==> config.mk <==
export PLATFORM = sky130hd
export DESIGN_NAME = pos_cache_reader
export DESIGN_NICKNAME = d
export VERILOG_FILES = /design/src/rtl/md_rl_pkg.sv /design/src/rtl/pos_skid_buffer_2.sv /design/src/rtl/pos_cache_reader.sv
export SDC_FILE = /design/constraint.sdc
export NUM_CORES = 1
export LEC_CHECK = 0
export BUFFER_PORTS_ARGS = -buffer_cell sky130_fd_sc_hd__buf_2
export CORE_ASPECT_RATIO = 1.5
export CORE_MARGIN = 2
export CORE_UTILIZATION = 55
export DETAILED_ROUTE_END_ITERATION = 8
export GPL_ROUTABILITY_DRIVEN = 0
export GPL_TIMING_DRIVEN = 0
export PLACE_DENSITY = 0.8
export RECOVER_POWER = 25
export SLEW_MARGIN = 15
export SYNTH_ARGS = -nofsm -noshare
export SYNTH_HDL_FRONTEND = slang
export SYNTH_SLANG_ARGS = --single-unit
==> constraint.sdc <==
create_clock -name clk -period 2.3 [get_ports clk]
set_clock_uncertainty 0.1 [all_clocks]
set_input_delay 0.345 -clock clk [delete_from_list [all_inputs] [get_ports clk]]
set_output_delay 0.345 -clock clk [all_outputs]
set_load 0.01 [all_outputs]
==> src/rtl/md_rl_pkg.sv <==
// Shared definitions for the RL_LJ position-cache readers: FSM states and particle word geometry.
// MD_RL_PARTICLE_W gives the width of one {posz, posy, posx} word.
`ifndef MD_RL_PARTICLE_W
`define MD_RL_PARTICLE_W(dw) (3*(dw))
`endif

package md_rl_pkg;

    typedef enum logic [2:0] {
        ST_IDLE      = 3'd0,
        ST_READ_NUM  = 3'd1,
        ST_LATCH_NUM = 3'd2,
        ST_STREAM    = 3'd3,
        ST_DRAIN     = 3'd4,
        ST_DONE      = 3'd5
    } rd_state_e;

    // The particle count lives at this cache address; particles follow from COUNT_ADDR + 1.
    localparam int unsigned COUNT_ADDR = 0;

endpackage

==> src/rtl/pos_skid_buffer_2.sv <==
// Two-entry valid/ready buffer holding {addr, data}; an arriving word falls straight through
// when the buffer is empty, so an unstalled stream sustains one word per cycle.
module pos_skid_buffer_2 #(
    parameter int unsigned AW = 8,
    parameter int unsigned DW = 96
) (
    input  logic          clk,
    input  logic          rst,
    input  logic          in_valid,
    input  logic [AW-1:0] in_addr,
    input  logic [DW-1:0] in_data,
    output logic          out_valid,
    output logic [AW-1:0] out_addr,
    output logic [DW-1:0] out_data,
    input  logic          in_ready,
    output logic [1:0]    occupancy
);

    logic [1:0]    occ_r;
    logic [AW-1:0] addr0_r, addr1_r;
    logic [DW-1:0] data0_r, data1_r;
    logic          fire_s;

    assign out_valid = (occ_r != 2'd0) | in_valid;
    assign fire_s    = out_valid & in_ready;
    assign occupancy = occ_r;

    // Head selection: oldest stored entry first, otherwise the word arriving this cycle
    always_comb begin
        out_addr = {AW{1'b0}};
        out_data = {DW{1'b0}};
        if (occ_r != 2'd0) begin
            out_addr = addr0_r;
            out_data = data0_r;
        end else if (in_valid) begin
            out_addr = in_addr;
            out_data = in_data;
        end else begin
            out_addr = {AW{1'b0}};
            out_data = {DW{1'b0}};
        end
    end

    // Storage update; the reader's issue rule guarantees a push never meets a full, stalled buffer
    always_ff @(posedge clk) begin
        if (rst) begin
            occ_r   <= 2'd0;
            addr0_r <= {AW{1'b0}};
            addr1_r <= {AW{1'b0}};
            data0_r <= {DW{1'b0}};
            data1_r <= {DW{1'b0}};
        end else begin
            case (occ_r)
                2'd0: begin
                    if (in_valid && !fire_s) begin
                        addr0_r <= in_addr;
                        data0_r <= in_data;
                        occ_r   <= 2'd1;
                    end
                end
                2'd1: begin
                    if (fire_s && in_valid) begin
                        addr0_r <= in_addr;
                        data0_r <= in_data;
                    end else if (fire_s) begin
                        occ_r <= 2'd0;
                    end else if (in_valid) begin
                        addr1_r <= in_addr;
                        data1_r <= in_data;
                        occ_r   <= 2'd2;
                    end
                end
                2'd2: begin
                    if (fire_s) begin
                        addr0_r <= addr1_r;
                        data0_r <= data1_r;
                        if (in_valid) begin
                            addr1_r <= in_addr;
                            data1_r <= in_data;
                        end else begin
                            occ_r <= 2'd1;
                        end
                    end
                end
                default: occ_r <= 2'd0;
            endcase
        end
    end

endmodule

==> src/rtl/pos_cache_reader.sv <==
// Reads the particle count at cache address 0, then streams particles 1..N through a 2-entry skid.
// Defining POS_CACHE_READER_CELL_TAG_EN adds the out_cell_id and out_last stream sidebands.
module pos_cache_reader
    import md_rl_pkg::*;
#(
    parameter int unsigned DATA_WIDTH    = 32,
    parameter int unsigned ADDR_WIDTH    = 8,
    parameter int unsigned PARTICLE_NUM  = 220,
    parameter int unsigned CELL_ID_WIDTH = 4,
    parameter int unsigned CELL_X        = 0,
    parameter int unsigned CELL_Y        = 0,
    parameter int unsigned CELL_Z        = 0
) (
    input  logic                                     clk,
    input  logic                                     rst,
    input  logic                                     start,
    output logic [ADDR_WIDTH-1:0]                    out_read_address,
    output logic                                     out_rden,
    input  logic [`MD_RL_PARTICLE_W(DATA_WIDTH)-1:0] in_particle_info,
    output logic [`MD_RL_PARTICLE_W(DATA_WIDTH)-1:0] out_particle_data,
    output logic [ADDR_WIDTH-1:0]                    out_particle_addr,
    output logic                                     out_valid,
    input  logic                                     in_ready,
    output logic [ADDR_WIDTH-1:0]                    out_particle_count,
    output logic                                     busy,
    output logic                                     done
`ifdef POS_CACHE_READER_CELL_TAG_EN
    ,
    output logic [3*CELL_ID_WIDTH-1:0]               out_cell_id,
    output logic                                     out_last
`endif
);

    localparam int unsigned PW = `MD_RL_PARTICLE_W(DATA_WIDTH);
    localparam logic [ADDR_WIDTH-1:0] COUNT_MAX = ADDR_WIDTH'(PARTICLE_NUM);

    rd_state_e             state_r, state_s;
    logic [ADDR_WIDTH-1:0] count_r, next_addr_r, last_addr_r, clamped_s;
    logic                  arrive_r, issue_s, fire_s, drain_empty_s;
    logic [1:0]            occ_s;

    // A stream read may issue only if its return is guaranteed a free slot
    assign issue_s = (state_r == ST_STREAM) && (({1'b0, occ_s} + {2'b00, arrive_r}) < 3'd2);
    assign fire_s  = out_valid & in_ready;
    assign drain_empty_s = (({1'b0, occ_s} + {2'b00, arrive_r}) == {2'b00, fire_s});

    assign out_rden           = (state_r == ST_READ_NUM) | issue_s;
    assign out_read_address   = issue_s ? next_addr_r : last_addr_r;
    assign out_particle_count = count_r;
    assign busy               = (state_r != ST_IDLE) && (state_r != ST_DONE);
    assign done               = (state_r == ST_DONE);

    // Count clamp: anything above PARTICLE_NUM streams PARTICLE_NUM words
    always_comb begin
        clamped_s = in_particle_info[ADDR_WIDTH-1:0];
        if (in_particle_info[ADDR_WIDTH-1:0] > COUNT_MAX) begin
            clamped_s = COUNT_MAX;
        end else begin
            clamped_s = in_particle_info[ADDR_WIDTH-1:0];
        end
    end

    // Next-state logic for the read pass
    always_comb begin
        state_s = state_r;
        case (state_r)
            ST_IDLE: begin
                if (start) state_s = ST_READ_NUM;
                else       state_s = ST_IDLE;
            end
            ST_READ_NUM:  state_s = ST_LATCH_NUM;
            ST_LATCH_NUM: begin
                if (clamped_s == {ADDR_WIDTH{1'b0}}) state_s = ST_DONE;
                else                                 state_s = ST_STREAM;
            end
            ST_STREAM: begin
                if (issue_s && (next_addr_r == count_r)) state_s = ST_DRAIN;
                else                                     state_s = ST_STREAM;
            end
            ST_DRAIN: begin
                if (drain_empty_s) state_s = ST_DONE;
                else               state_s = ST_DRAIN;
            end
            ST_DONE: state_s = ST_IDLE;
            default: state_s = ST_IDLE;
        endcase
    end

    // State, latched count and read-address bookkeeping
    always_ff @(posedge clk) begin
        if (rst) begin
            state_r     <= ST_IDLE;
            count_r     <= {ADDR_WIDTH{1'b0}};
            next_addr_r <= {ADDR_WIDTH{1'b0}};
            last_addr_r <= {ADDR_WIDTH{1'b0}};
            arrive_r    <= 1'b0;
        end else begin
            state_r  <= state_s;
            arrive_r <= issue_s;
            if (state_r == ST_LATCH_NUM) begin
                count_r <= clamped_s;
            end
            if ((state_r == ST_IDLE) && start) begin
                last_addr_r <= ADDR_WIDTH'(COUNT_ADDR);
                next_addr_r <= ADDR_WIDTH'(COUNT_ADDR + 1);
            end else if (issue_s) begin
                last_addr_r <= next_addr_r;
                next_addr_r <= next_addr_r + {{(ADDR_WIDTH-1){1'b0}}, 1'b1};
            end
        end
    end

    pos_skid_buffer_2 #(
        .AW (ADDR_WIDTH),
        .DW (PW)
    ) u_skid (
        .clk       (clk),
        .rst       (rst),
        .in_valid  (arrive_r),
        .in_addr   (last_addr_r),
        .in_data   (in_particle_info),
        .out_valid (out_valid),
        .out_addr  (out_particle_addr),
        .out_data  (out_particle_data),
        .in_ready  (in_ready),
        .occupancy (occ_s)
    );

`ifdef POS_CACHE_READER_CELL_TAG_EN
    assign out_cell_id = out_valid ? {CELL_ID_WIDTH'(CELL_X), CELL_ID_WIDTH'(CELL_Y), CELL_ID_WIDTH'(CELL_Z)}
                                   : {(3*CELL_ID_WIDTH){1'b0}};
    assign out_last    = out_valid && (out_particle_addr == count_r);
`endif

endmodule
# Word level (Yosys, flattened, before mapping)
# Index checks and enable logic that the tools add are counted.
# word_totals
mem_bits_rw	0
reg_bits	238
wordCells	92
rom_bits	0
memories	0
out_inout_bits	124
latch_bits	0
# op_classes
multipliers	0
n_eq_ne	17
n_addsub	2
n_div	0
magnitude_cmp	2
n_mux	38
bitwise	3
reduce_logical	19
shifts	0
# ops
operator	n
2-to-1 mux 96 bit	9
case mux 96 bit (3 select lines)	1
case mux 96 bit (2 select lines)	1
2-to-1 mux 8 bit	11
case mux 8 bit (3 select lines)	1
case mux 8 bit (2 select lines)	1
case mux 3 bit (5 select lines)	1
2-to-1 mux 2 bit	6
adder 8 x 1 -> 8 bit (second input constant)	1
== test 8 bit	1
> comparator 8 bit (second input constant)	1
zero test 8 bit	1
inequality test 2 bit (second input constant)	4
AND reduction 4 bit	2
== test 3 x 2 -> 1 bit (second input constant)	2
== test 3 bit (second input constant)	2
logical AND 1 bit	6
2-to-1 mux 3 bit	2
inequality test 3 bit (second input constant)	2
case mux 2 bit (3 select lines)	1
nonzero test 2 bit	3
nonzero test 3 bit	2
AND reduction 5 bit	1
2-to-1 mux 1 bit	4
other kinds (13)	15

# Depth between registers and ports, before layout
# logic_depth
ltp_word	7
mapped_depth	9

# Cells and area by module
# From an unflattened synthesis, not the netlist that was laid out.
# hier_totals
cells_unflattened	1475
area_unflattened_um2	12632.1
# by_module_without_submodules
module	n_inst	area_each_um2	seq_area_each_um2	cells_per_inst
pos_skid_buffer_2	1	11209.5	4204.0	1305
pos_cache_reader	1	1422.6	560.5	170

# Worst setup path before layout
# OpenSTA, ideal clock, no wires.
# synth_timing
path_kind	register to output
from	register arrive_r
to	output port out_read_address[2]
stages_incl_launch_ff	9
arrival_time_ps	1544
path_buffers	2
setup_slack_ps	311
path_cell_list	dfxtp_1 > ha_1 > inv_1 > ha_1 > and4b_2 > clkbuf_1 > buf_2 > nand2_1 > nand2_1
# synth_via
elab_chain_cells	4
# synth_rtl
element	line_no	rtl
start, declared	pos_cache_reader.sv:39	logic arrive_r, issue_s, fire_s, drain_empty_s;
start signal, assigned	pos_cache_reader.sv:99	arrive_r <= issue_s;
adder 2 x 1 -> 3 bit	pos_cache_reader.sv:43	assign issue_s = (state_r == ST_STREAM) && (({1'b0, occ_s} + {2'b00, arrive_r}) < 3'd2);
< comparator 3 x 2 -> 1 bit	pos_cache_reader.sv:43	
logical AND 1 bit	pos_cache_reader.sv:43	
2-to-1 mux 8 bit	n/a	
end, declared	pos_cache_reader.sv:17	output logic [ADDR_WIDTH-1:0] out_read_address,
# Every way passes these cells.

# Final worst setup path
# layout_timing
from	register u_skid.occ_r[0], in the netlist u_skid.occupancy[0]
to	output port out_particle_data[44]
# layout_via
elab_chain_cells	2
# layout_rtl
element	line_no	rtl
start, declared	pos_skid_buffer_2.sv:19	logic [1:0] occ_r;
start signal, assigned	pos_skid_buffer_2.sv:47	occ_r <= 2'd0;
start signal, assigned	pos_skid_buffer_2.sv:58	occ_r <= 2'd1;
start signal, assigned	pos_skid_buffer_2.sv:66	occ_r <= 2'd0;
nonzero test 2 bit	pos_skid_buffer_2.sv:32	if (occ_r != 2'd0) begin
2-to-1 mux 96 bit	pos_skid_buffer_2.sv:32	
end, declared	pos_cache_reader.sv:20	output logic [`MD_RL_PARTICLE_W(DATA_WIDTH)-1:0] out_particle_data,
# Every way passes these cells.

==> impl_metrics.csv <==
group,metric,value,unit
run_status,status,"finished, violations left",
run_status,violations,"setup timing",
floorplan,num_rows,63,
floorplan,die-area,0.0212,mm²
grt,grt_max_degree,15,
synth,yosysWarnings,0,
cts,clk-insertion-delay-late,0.50,ns
sta,setup_tns,-13.40,ns
route,ant_nets,0,
grt,antenna_found_initial,2,
synth,synth_top_area_share,43.3,%
sta,fin_crit_sh,108,%
job,maxCapViolations,0,
grt,use_met3,4.99,%
route,vias,12100,
synth,ys_types,47,
grt,grt_pass1_vias,11400,
synth,syn_area,0.0110,mm²
finish,num-fill-cells,1494,
finish,fin_area,0.0150,mm²
setup_path,worstSetupStartpointType,"register",
cts,clock_sinks,238,
power,leakagePower,6.54,nW
synth,synth_seq_cells,238,
grt,grt_use_met1,36.5,%
route,detail_route.drc_violations,0,
power,peakVddDrop,0.569,mV
sta,setup_ws,-0.184,ns
sta,setup_violations,111,
power,power_frac_seq,44.4,%
grt,top_usage_layer,"met2",
place,portBuffers,219,
setup_path,crit_fanout,5,
floorplan,initial_core_util,55.8,%
route,dr.pass1.iters,5,
synth,syn_nets,1685,
setup_path,crit_top_cell,"buf_12",
cts,cts_root_buf,"clkbuf_16",
sta,max_freq,403,MHz
synth,synth_ff_type,"dfxtp_1",
sta,worst_pin_slew,0.658,ns
power,intPower,7.26,mW
floorplan,die_height,177,µm
synth,avgSynthCellArea,6.96,µm²
route,wl_per_cell,16.9,µm
synth,synth.most_common_cell,"nand2_1",
floorplan,die_x,119,µm
cts,cts_max_level,1,
finish,drive_above_1_share,28.6,%
route,wl,36.3,mm
setup_path,cp_cell_sequence,"buf_6, or2_4, buf_12, buf_12, buf_12, clkbuf_16, nand2_4, o21ai_1, buf_2",
setup_path,critPathArrivalTime,2.04,ns
cts,cts_made_buffers,23,
cts,clk_pin_slew,0.06,ns
setup_path,critPathMaxStageDelay,0.33,ns
min_path,hp-class,"in2reg",
power,combPwrFrac,16.9,%
place,place_area,0.0124,mm²
grt,met2_usage,58.7,%
finish,area_growth,36.4,%
synth,async_flop_share,0,%
grt,grt_pass1_wl,56.0,mm
synth,synth.top_cells.by_count,"nand2_1, dfxtp_1, nor2_1",
grt,overflow,0,
cts,clockBufferDepth,3,
synth,yosys-top-cells-area,"dfxtp_1, nand2_1, a311oi_1",
synth,synth_largest_area_cell,"dfxtp_1",
power,p_per_area,667,mW/mm²
floorplan,num_io_pins,224,
setup_path,crit_path_end_kind,"output pin",
power,switching_share,27.5,%
finish,area.sequential,0.00477,mm²
synth,synth_edf_count,0,
synth,ys_seq_area_share,43.3,%
finish,finalNonFillerCells,2144,
place,dpl.hpwl,23.6,mm
cts,tritoncts,"yes",
place,placed_cells,2060,
route,dr.first_iter.drc_count,922,
setup_path,slowest_stage,"dfxtp_2",
power,clkPwrFrac,38.6,%
sta,grt_setup_unrepaired,"true",
route,vias_per_cell,5.67,
floorplan,core,0.0197,mm²
setup_path,cp.required,1.86,ns
setup_path,crit_family,"buffers and inverters",
sta,slew_viol_final,0,
sta,min_period,2.48,ns
sta,relSlewSlack,56.1,%
sta,hold_violations,0,
finish,multi_input_area,0.00640,mm²
power,switchingPower,2.75,mW
synth,synth_cells,1581,
setup_path,cp_num_buf_inv,6,
setup_path,critPathKind,"reg2out",
finish,layout.nets,1972,
grt,grt_util_all_layers,32.3,%
==> cells by family (layout without fill, tap and decap cells) <==
group	after synthesis	count (layout)	synth area share, %
AOI/OAI and AO/OA	349	349	20.0
DFF	238	238	43.3
xor gates and xnor gates	17	17	1.35
buffers and inverters	146	448	5.73
and+or+nand+nor	827	827	29.1
adders and majority gates	4	4	0.455
other	0	1	0
==> worst register-to-register path: cells and delay by family (launching register included) <==
kind | cells | cell delay, ns
buffers and inverters | 3 | 0.78
and+or+nand+nor | 2 | 0.44
DFF | 1 | 0.43
AOI/OAI and AO/OA | 1 | 0.29
==> final cells by class <==
cell class                      count  share of cell area (%)
Multi-Input combinational cell   1197                    42.7
Sequential cell                   238                    31.8
Timing Repair Buffer              265                    11.8
Buffer                            138                    6.31
Clock buffer                       33                    4.55
Tap cell                          260                    2.17
Clock inverter                      7                   0.584
Inverter                            5                   0.125
Antenna cell                        1                  0.0167
==> metrics by stage <==
stage / hold slack [ns] / setup WS (ns) / utilization (%) / power, mW
global route: 0.00530 / -0.239 / 76.1 / 10.4
floorplan: 0.337 / 0.311 / - / 5.34
finish: 0.00592 / -0.184 / 76.1 / 10.0
global placement: 0.341 / -0.375 / 63.0 / 5.85
CTS: 0.000417 / -0.162 / 73.3 / 9.91
detailed placement: 0.347 / -0.390 / 63.0 / 5.88
==> layer usage <==
metal	part of all wire [%]	wire length (µm)
met3	6.7	2440
met4	4.7	1720
met5	0.030	11
met1	37	13300
met2	52	18900
==> path summary, 6_finish.rpt <==
kind	to	slack, ns	depth (start not counted)	from
worst max-delay path	out_particle_data[44]	-0.18	9	u_skid.occupancy[0]
worst min-delay path	u_skid.data1_r[59]	0.006	3	in_particle_info[59]
worst max register to register	u_skid.data0_r[6]	0.15	6	u_skid.occupancy[1]
worst min register to register	u_skid.data1_r[65]	0.35	2	u_skid.data1_r[65]
==> layout by cell type, fill, tap and decap left out, types with 33 or more instances in the layout <==
| cell | n |
|---|---|
| a21oi_1 | 120 |
| nand2_4 | 52 |
| dfxtp_1 | 235 |
| buf_2 | 236 |
| clkbuf_1 | 69 |
| o21ai_2 | 52 |
| clkbuf_16 | 33 |
| nand2_2 | 55 |
| o21ai_1 | 47 |
| a311oi_1 | 104 |
| nor2_1 | 126 |
| nand2_1 | 557 |
==> state kept, by name, indices dropped and copies added, names as in the netlist <==
name	cells
u_skid.addr0_r	8
arrive_r	1
u_skid.data1_r	96
out_particle_count	8
u_skid.data0_r	96
u_skid.addr1_r	8
state_r	3
u_skid.occupancy	2
last_addr_r	8
next_addr_r	8
==> power groups by stage <==
stage	clock, mW	combinational [mW]	sequential [mW]
floorplan	0	0.868	4.47
global placement	0	1.36	4.49
detailed placement	0	1.38	4.50
CTS	3.88	1.60	4.42
global route	4.06	1.84	4.46
finish	3.87	1.69	4.45
==> timing repair <==
action / in CTS / in global routing
resized for setup: 312 / 163
buffers inserted: 15 / 4
hold buffers: 12 / 0
cloned: 16 / 0
endpoints found under the hold margin: 12 / 0
pin swaps: 87 / 32
setup endpoints to repair: 113 / 148
Power figures use the tool's default switching activity.
